$ cat src/rtl/clk_div_gate_array.sv
// Array of NUM_CH glitch-free pulse-swallowing clock dividers sharing one source clock.
// Ratios are reprogrammed over a valid/ready port and switch only at a period boundary.
module clk_div_gate_array #(
    parameter int unsigned NUM_CH    = 4,
    parameter int unsigned DIV_W     = 8,
    parameter int unsigned RESET_DIV = 1,
    localparam int unsigned CH_W     = (NUM_CH > 1) ? $clog2(NUM_CH) : 1
) (
    input  logic                    clk_i,
    input  logic                    rst_ni,
    input  logic                    test_en_i,
    input  logic                    cfg_valid_i,
    output logic                    cfg_ready_o,
    input  logic [CH_W-1:0]         cfg_ch_i,
    input  logic [DIV_W-1:0]        cfg_div_i,
    output logic                    cfg_err_o,
    output logic                    busy_o,
    output logic [NUM_CH*DIV_W-1:0] div_o,
    output logic [NUM_CH-1:0]       tick_o,
    output logic [NUM_CH-1:0]       clk_o
);

    logic [DIV_W-1:0]  r_div      [NUM_CH];
    logic [DIV_W-1:0]  r_cnt      [NUM_CH];
    logic [DIV_W-1:0]  r_pend_div [NUM_CH];
    logic [NUM_CH-1:0] r_en;
    logic [NUM_CH-1:0] r_pend;
    logic [NUM_CH-1:0] r_icg_en;
    logic              r_err;

    logic              w_ready;
    logic              w_ch_ok;
    logic              w_acc;
    logic [NUM_CH-1:0] w_wrap;
    logic [NUM_CH-1:0] w_apply;

    // Out-of-range channels are always ready so the error path cannot deadlock the port.
    always_comb begin
        w_ready = 1'b1;
        w_ch_ok = 1'b0;
        for (int unsigned ch = 0; ch < NUM_CH; ch++) begin
            if (cfg_ch_i == CH_W'(ch)) begin
                w_ch_ok = 1'b1;
                w_ready = ~r_pend[ch];
            end
        end
    end

    assign w_acc = cfg_valid_i & w_ready;

    always_comb begin
        w_wrap  = '0;
        w_apply = '0;
        for (int unsigned ch = 0; ch < NUM_CH; ch++) begin
            w_wrap[ch]  = (r_div[ch] != '0) && (r_cnt[ch] == r_div[ch] - DIV_W'(1));
            w_apply[ch] = r_pend[ch] && ((r_div[ch] == '0) || w_wrap[ch]);
        end
    end

    always_ff @(posedge clk_i or negedge rst_ni) begin
        if (!rst_ni) begin
            for (int unsigned ch = 0; ch < NUM_CH; ch++) begin
                r_div[ch]      <= DIV_W'(RESET_DIV);
                r_cnt[ch]      <= '0;
                r_pend_div[ch] <= '0;
            end
            r_en   <= '0;
            r_pend <= '0;
            r_err  <= 1'b0;
        end else begin
            r_err <= w_acc & ~w_ch_ok;
            for (int unsigned ch = 0; ch < NUM_CH; ch++) begin
                // en follows the old ratio even in the apply cycle: the last old pulse survives.
                if (r_div[ch] == '0) begin
                    r_cnt[ch] <= '0;
                    r_en[ch]  <= 1'b0;
                end else begin
                    r_cnt[ch] <= w_wrap[ch] ? '0 : r_cnt[ch] + DIV_W'(1);
                    r_en[ch]  <= w_wrap[ch];
                end
                if (w_apply[ch]) begin
                    r_div[ch]  <= r_pend_div[ch];
                    r_cnt[ch]  <= '0;
                    r_pend[ch] <= 1'b0;
                end else if (w_acc && (cfg_ch_i == CH_W'(ch))) begin
                    r_pend[ch]     <= 1'b1;
                    r_pend_div[ch] <= cfg_div_i;
                end
            end
        end
    end

    // Latch-based clock gate: enable is captured only while clk_i is low.
    always_latch begin
        if (!clk_i) begin
            r_icg_en <= r_en | {NUM_CH{test_en_i}};
        end
    end

    assign clk_o = {NUM_CH{clk_i}} & r_icg_en;

    always_comb begin
        div_o = '0;
        for (int unsigned ch = 0; ch < NUM_CH; ch++) begin
            div_o[ch*DIV_W +: DIV_W] = r_div[ch];
        end
    end

    assign cfg_ready_o = w_ready;
    assign cfg_err_o   = r_err;
    assign busy_o      = |r_pend;
    assign tick_o      = r_en;

endmodule

$ cat config.mk
export PLATFORM = sky130hd
export DESIGN_NAME = clk_div_gate_array
export DESIGN_NICKNAME = d
export VERILOG_FILES = /design/src/rtl/clk_div_gate_array.sv
export SDC_FILE = /design/constraint.sdc
export NUM_CORES = 1
export LEC_CHECK = 0
export ABC_AREA = 1
export CAP_MARGIN = 25
export CORE_MARGIN = 2
export CORE_UTILIZATION = 60
export CTS_CLUSTER_SIZE = 25
export DETAILED_ROUTE_END_ITERATION = 16
export GPL_TIMING_DRIVEN = 0
export PLACE_DENSITY_LB_ADDON = 0.25
export SETUP_SLACK_MARGIN = 0.2
export SLEW_MARGIN = 10
export SYNTH_ARGS = -nofsm -noshare
export SYNTH_HDL_FRONTEND = slang
export SYNTH_SLANG_ARGS = --single-unit
$ cat constraint.sdc
create_clock -name clk_i -period 4.8 [get_ports clk_i]
set_clock_uncertainty 0.1 [all_clocks]
set_input_delay 0.96 -clock clk_i [delete_from_list [all_inputs] [get_ports clk_i]]
set_output_delay 0.96 -clock clk_i [all_outputs]
set_load 0.05 [all_outputs]
======== After elaboration in Yosys (flattened, before gate mapping) ========
Cells that the tools add are included.
storage, ports and cells
  register bits after elaboration ......... 105
  latch bits .............................. 4
  bits of input ports ..................... 14
  logic and storage cells ................. 118
operators by class
  $add $sub $neg .......................... 8
  equal/unequal tests ..................... 7
  muxes and demuxes ....................... 34
  bitwise gates (word level) .............. 13
  reduce and logical (&&, ||, !) cells .... 34
operators with widths
  operator               number
  $mux W8                12
  $add A8 B1 Y8 const B  4
  $eq A8 B8 Y1           4
  $logic_not A8 Y1       4
  $reduce_bool A8 Y1     4
  $sub A8 B1 Y8 const B  4
  $mux W1                20
  $logic_and A1 B1 Y1    12
  $not A1 Y1             9
  $mux W4                2
  $reduce_and A2 Y1      4
  $reduce_bool A2 Y1     4
  $and A4 B4 Y4          1
  $eq A2 B2 Y1 const B   2
  $logic_or A1 B1 Y1     4
  $or A4 B4 Y4           1
  $reduce_or A4 Y1       1
  $and A1 B1 Y1          2
  $eq A2 B1 Y1 const B   1
  $logic_not A2 Y1       1

======== Logic depth before layout (Yosys ltp) ========
Gate-level depths: netlist of the first run.
  depth in word-level cells ............... 9
  gate-level depth with buffers ........... 15
  depth with buffers taken out ............ 15

==> results of run 1 <==
[per-stage QoR]
stage | setup slack, ps | power (W) | setup TNS (ps)
floorplan | 620.9 | 0.003311 | 0
global placement | -1101 | 0.003867 | -110620
detailed placement | 104.8 | 0.003973 | 0
CTS | 189.9 | 0.004622 | 0
global route | 163.9 | 0.005000 | 0
finish | 214.3 | 0.004598 | 0
[state kept, by name, summed over array words and instances (netlist names)]
register / count
r_cnt: 32
r_pend: 4
cfg_err_o: 1
div_o: 32
r_icg_en: 4
tick_o: 4
r_pend_div: 32
[critical path: cells and delay by family, from the launching register on]
| kind | cells | cell delay, ps |
|---|---|---|
| buffers and inverters | 2 | 210 |
| latches | 1 | 400 |
| AND/OR/NAND/NOR | 1 | 50 |
[worst paths after layout]
| kind | start | end | cells after the start |
|---|---|---|---|
| max | r_icg_en[2]$_DLATCH_N_ | clk_o[2] | 3 |
| max reg2reg | tick_o[0]$_DFF_PN0_ | r_icg_en[0]$_DLATCH_N_ | 1 |
| min in group clk_i | r_pend_div[0]$_DFFE_PN0P_ | r_pend_div[0]$_DFFE_PN0P_ | 2 |
| min reg2reg | r_pend_div[0]$_DFFE_PN0P_ | r_pend_div[0]$_DFFE_PN0P_ | 2 |
| max in group asynchronous | rst_ni | div_o[16]$_DFFE_PN1N_ | 2 |
| min | rst_ni | r_cnt[1]$_DFF_PN0_ | 1 |
[cells by family after synthesis]
group / Yosys count / share of synthesized area
and+or+nand+nor: 501 / 0.3829
DFF: 105 / 0.4622
buffers and inverters: 85 / 0.06305
xor gates and xnor gates: 27 / 0.04152
AOI/OAI and AO/OA: 14 / 0.01274
adders and majority gates: 12 / 0.02636
latches: 4 / 0.01055
other: 1 / 0.0006584
[cell usage after synthesis (2+ instances only)]
| cell | n | area [µm²] |
|---|---|---|
| nor3_1 | 8 | 40.04 |
| xor2_1 | 20 | 175.2 |
| ha_1 | 12 | 150.1 |
| a21oi_1 | 4 | 20.02 |
| nor2_2 | 9 | 56.30 |
| nand2_2 | 9 | 56.30 |
| nor2_1 | 71 | 266.5 |
| dfstp_2 | 4 | 105.1 |
| o21ai_0 | 5 | 25.02 |
| or2_2 | 4 | 25.02 |
| nand3_2 | 6 | 60.06 |
| nor3_2 | 5 | 50.05 |
| nand4_1 | 7 | 43.79 |
| nor4_1 | 3 | 18.77 |
| buf_8 | 2 | 30.03 |
| dfrtp_1 | 101 | 2527 |
| o21ai_1 | 3 | 15.01 |
| buf_4 | 2 | 15.01 |
| nand2_4 | 3 | 33.78 |
| dlxtn_1 | 4 | 60.06 |
| inv_1 | 73 | 274.0 |
| xnor2_1 | 7 | 61.31 |
| nor3b_1 | 3 | 22.52 |
| inv_2 | 4 | 15.01 |
| nand3_1 | 72 | 360.4 |
| nand2_1 | 295 | 1107 |
| buf_2 | 2 | 10.01 |
| and3_1 | 4 | 25.02 |
[metal layers]
| metal | up-vias | routed length [µm] | track usage |
|---|---|---|---|
| met3 | 24 | 555 | 0.05452 |
| met5 | - | 0 | 0 |
| met4 | 0 | 232 | 0.1185 |
| met1 | 2377 | 5572 | 0.3597 |
| met2 | 113 | 5883 | 0.4208 |
| li1 | 2479 | - | - |
[final cells by class]
type | count | area share
tap | 129 | 0.02413
sequential | 109 | 0.4026
buffer | 8 | 0.01048
inverter | 73 | 0.04097
clock inverter | 8 | 0.006735
timing repair buffer | 53 | 0.08157
multi-input combinational | 555 | 0.3953
clock buffer | 20 | 0.03817
[power breakdown]
| part | leakage [nW] | total (W) | internal [W] | switching [W] |
|---|---|---|---|---|
| combinational | 1.97 | 0.00229 | 0.000807 | 0.00148 |
| clock | 0.181 | 0.000749 | 0.000335 | 0.000413 |
| sequential | 1.37 | 0.00156 | 0.00123 | 0.000333 |
| total | 3.53 | 0.00460 | 0.00237 | 0.00223 |
[timing repair]
item / 4_1_cts / 5_1_grt
hold buffers: 0 / 0
setup endpoints to repair: 8 / 8
endpoints found under the hold margin: 0 / 0
pin swaps: 2 / 3
gates cloned: 0 / 0
resized for setup: 28 / 1
==> flow_summary.yaml, run 1 <==
floorplan:
  die_w_um: 101.4
  ios: 57
  die_h_um: 101.4
  core_area_um2: 9240
  dieArea_um2: 10290
  placementRows: 35
  start_util: 0.6164
placement:
  post_dp_cell_area_um2: 6442
  gp_congestion: 0.8689
  portBuffers: 56
  dp_hpwl_mm: 9.032
  dp.cells: 935
sta:
  tightest_slew_ps: 540.7
  rsz0062_at_grt: "yes"
  hold_ws_ps: 368.1
  setup_violations: 0
  hold_violations: 0
  final_max_slew_viol_count: 0
  relSlewSlack: 0.6396
global_routing:
  first_global_vias: 4858
  track_usage: 0.2665
  grt-ovfl-total: 0
  grt_pass1_wl_mm: 21.43
  grt_max_degree: 65
  grt_antenna_before_repair: 0
finish:
  finalNonFillerCells: 955
  final_cell_mix: "nand2_1, dfrtp_1, inv_1, nand3_1, nor2_1"
  area_growth_pct: 17.42
  seqCellArea_um2: 2693
  fillers: 709
  final_common_cell: "nand2_1"
  fin_nets: 847
  multi_input_comb_area_um2: 2644
  final_util: 0.7238
  design_area_um2: 6688
  drive_above_1_share: 0.09322
  antennaDiodeCount: 0
synthesis:
  syn-num-nets: 775
  syn-instance-count: 749
  ys_ff_latch: 109
  synthDistinctLibCells: 35
  synth_edf_count: 0
  syn_area_per_cell_um2: 7.604
  yosysWarnings: 0
  synthArstFlopShare: 0.9633
  synth_flop_cell: "dfrtp_1"
  syn_area_um2: 5695
route:
  wl_per_cell_um: 12.82
  drt-total-wl_mm: 12.24
  ant_nets: 0
  via_count: 4993
  drc: 0
  drt_iter0_markers: 255
  viasPerCell: 5.228
  first_pass_iters: 5
setup_path:
  end_kind: "output port"
  crit_fanout: 1
  start_kind: "latch"
  critical_path.cell_chain: "nand2_1 -> inv_1 -> buf_6"
  worstPathRequired_ps: 3740
  slowest_stage: "dlxtn_1"
  worstPathArrival_ps: 3530
  crit_path_max_incr_delay_ps: 400
  reg2reg_slack_ps: 1580
  path_class: "latch -> out"
clocking:
  cts_tree: "built"
  path_clk_slew_ps: 90
  clock_latency_ps: 470
  post-cts-setup-buffers: 0
status:
  status: "finished clean"
pwr:
  peakVddDrop_mv: 0.3368
  p_per_area_nw_per_um2: 687.5
  p_leak_nw: 3.526
worst_hold_path:
  hold_class: "in -> async"
flow_run:
  cap_violations: 0
No activity file was read; power rests on OpenSTA's default activity.
==> inputs of run 2 (changes only) <==
GPL_TIMING_DRIVEN = not set   (was 0)
==> run 2 against run 1 <==
Effect of this change:
- combinational power fell by 6%
- count of clock-buffer cells in the layout did not move
- non-clock buffer count fell by 7
- utilization fell by 0.38 points
- power fell by 0.72%
- sequential power rose by 3%
- critical path type unchanged
==> flow_summary.yaml, run 2 (synthesis gave the netlist of run 1 again) <==
setup_path:
  slowest_stage: "dlxtn_1"
  critical_path.cell_chain: "nand2_1 -> inv_1 -> buf_6"
  start_kind: "latch"
  worstPathArrival_ps: 3510
  crit_fanout: 1
  critPathTopFamily: "latches"
  end_kind: "output port"
  crit_path_max_incr_delay_ps: 400
  worstPathRequired_ps: 3740
  path_class: "latch -> out"
  crit_buf_inv: 2
floorplan:
  die_h_um: 101.4
  ios: 57
  placementRows: 35
  core_area_um2: 9240
  dieArea_um2: 10290
  die_w_um: 101.4
  start_util: 0.6164
worst_hold_path:
  hold_class: "in -> async"
route:
  drc: 0
  wl_per_cell_um: 12.93
  first_pass_iters: 5
  viasPerCell: 5.183
  drt_iter0_markers: 253
  via_count: 4919
  ant_nets: 0
  drt-total-wl_mm: 12.27
global_routing:
  grt_pass1_wl_mm: 20.92
  track_usage: 0.2598
  grt-ovfl-total: 0
  grt_max_degree: 80
  grt_antenna_before_repair: 0
  first_global_vias: 4729
finish:
  seqCellArea_um2: 2694
  fin_nets: 840
  drive_above_1_share: 0.09146
  final_common_cell: "nand2_1"
  fillers: 745
  antennaDiodeCount: 0
  multi_input_comb_area_um2: 2646
  final_cell_mix: "nand2_1, dfrtp_1, nand3_1"
  area_growth_pct: 16.81
clocking:
  cts_tree: "built"
  post-cts-setup-buffers: 0
  hold_buffers: 0
  clock_latency_ps: 470
  path_clk_slew_ps: 110
sta:
  rsz0062_at_grt: "yes"
  hold_ws_ps: 288.9
  tns_ps: 0
  final_max_slew_viol_count: 0
  setup_violations: 0
  tightest_slew_ps: 513.7
  relSlewSlack: 0.6565
  hold_violations: 0
placement:
  portBuffers: 56
  gp_congestion: 0.9000
  dp_hpwl_mm: 9.011
status:
  status: "finished clean"
pwr:
  peakVddDrop_mv: 0.3776
  p_per_area_nw_per_um2: 686.2
  p_leak_nw: 3.500
flow_run:
  cap_violations: 0
-- run 2: power breakdown --
group / switching [W] / leakage, nW / internal, W / total [W]
sequential: 0.000390 / 1.37 / 0.00122 / 0.00161
clock: 0.000434 / 0.190 / 0.000359 / 0.000792
combinational: 0.00141 / 1.94 / 0.000751 / 0.00216
-- run 2: metrics by stage --
| step | cell area (µm²) | power (W) | utilization | std cells | worst slack (ps) |
|---|---|---|---|---|---|
| final | 6653 | 0.004565 | 0.7200 | 949 | 229.5 |
| after global routing | 6653 | 0.004947 | 0.7200 | 949 | 187.2 |
| after CTS | 6610 | 0.004561 | 0.7154 | 948 | 176.4 |
| after detailed placement | 6352 | 0.003895 | 0.6875 | 927 | 100.8 |
| after global placement | 6352 | 0.003798 | 0.6875 | 927 | 109.1 |
| after floorplan | 5695 | 0.003311 | - | 749 | 620.9 |
-- run 2: cell type report --
class                      instances  area share
tap                              129     0.02426
multi-input combinational        555      0.3978
sequential                       109      0.4049
inverter                          73     0.04119
timing repair buffer              54     0.08313
clock buffer                      20     0.04025
clock inverter                     9    0.008463
-- run 2: layer usage --
metal | part of all wire | up-vias | wire [µm] | track usage
met5 | 0 | - | 0 | 0
met4 | 0.016 | 0 | 194 | 0.1175
met3 | 0.050 | 20 | 616 | 0.05245
met2 | 0.48 | 123 | 5925 | 0.4203
met1 | 0.45 | 2312 | 5537 | 0.3408
li1 | - | 2464 | - | -
-- run 2: worst paths after layout --
kind / depth (start not counted) / endpoint / from / slack, ps
setup reg to reg: 1 / r_icg_en[0]$_DLATCH_N_ / tick_o[0]$_DFF_PN0_ / 1580
setup / recovery: 3 / clk_o[2] / r_icg_en[2]$_DLATCH_N_ / 230
max in group asynchronous: 2 / r_pend_div[3]$_DFFE_PN0P_ / rst_ni / 3640
min in group clk_i: 2 / r_pend_div[4]$_DFFE_PN0P_ / r_pend_div[4]$_DFFE_PN0P_ / 390
hold reg to reg: 2 / r_pend_div[4]$_DFFE_PN0P_ / r_pend_div[4]$_DFFE_PN0P_ / 390
hold / removal: 1 / tick_o[1]$_DFF_PN0_ / rst_ni / 290
-- run 2: repair_timing --
item                                    in CTS  in global routing
endpoints found under the setup margin       8                  8
gates resized for setup                     28                  8
pin swaps                                    2                  1
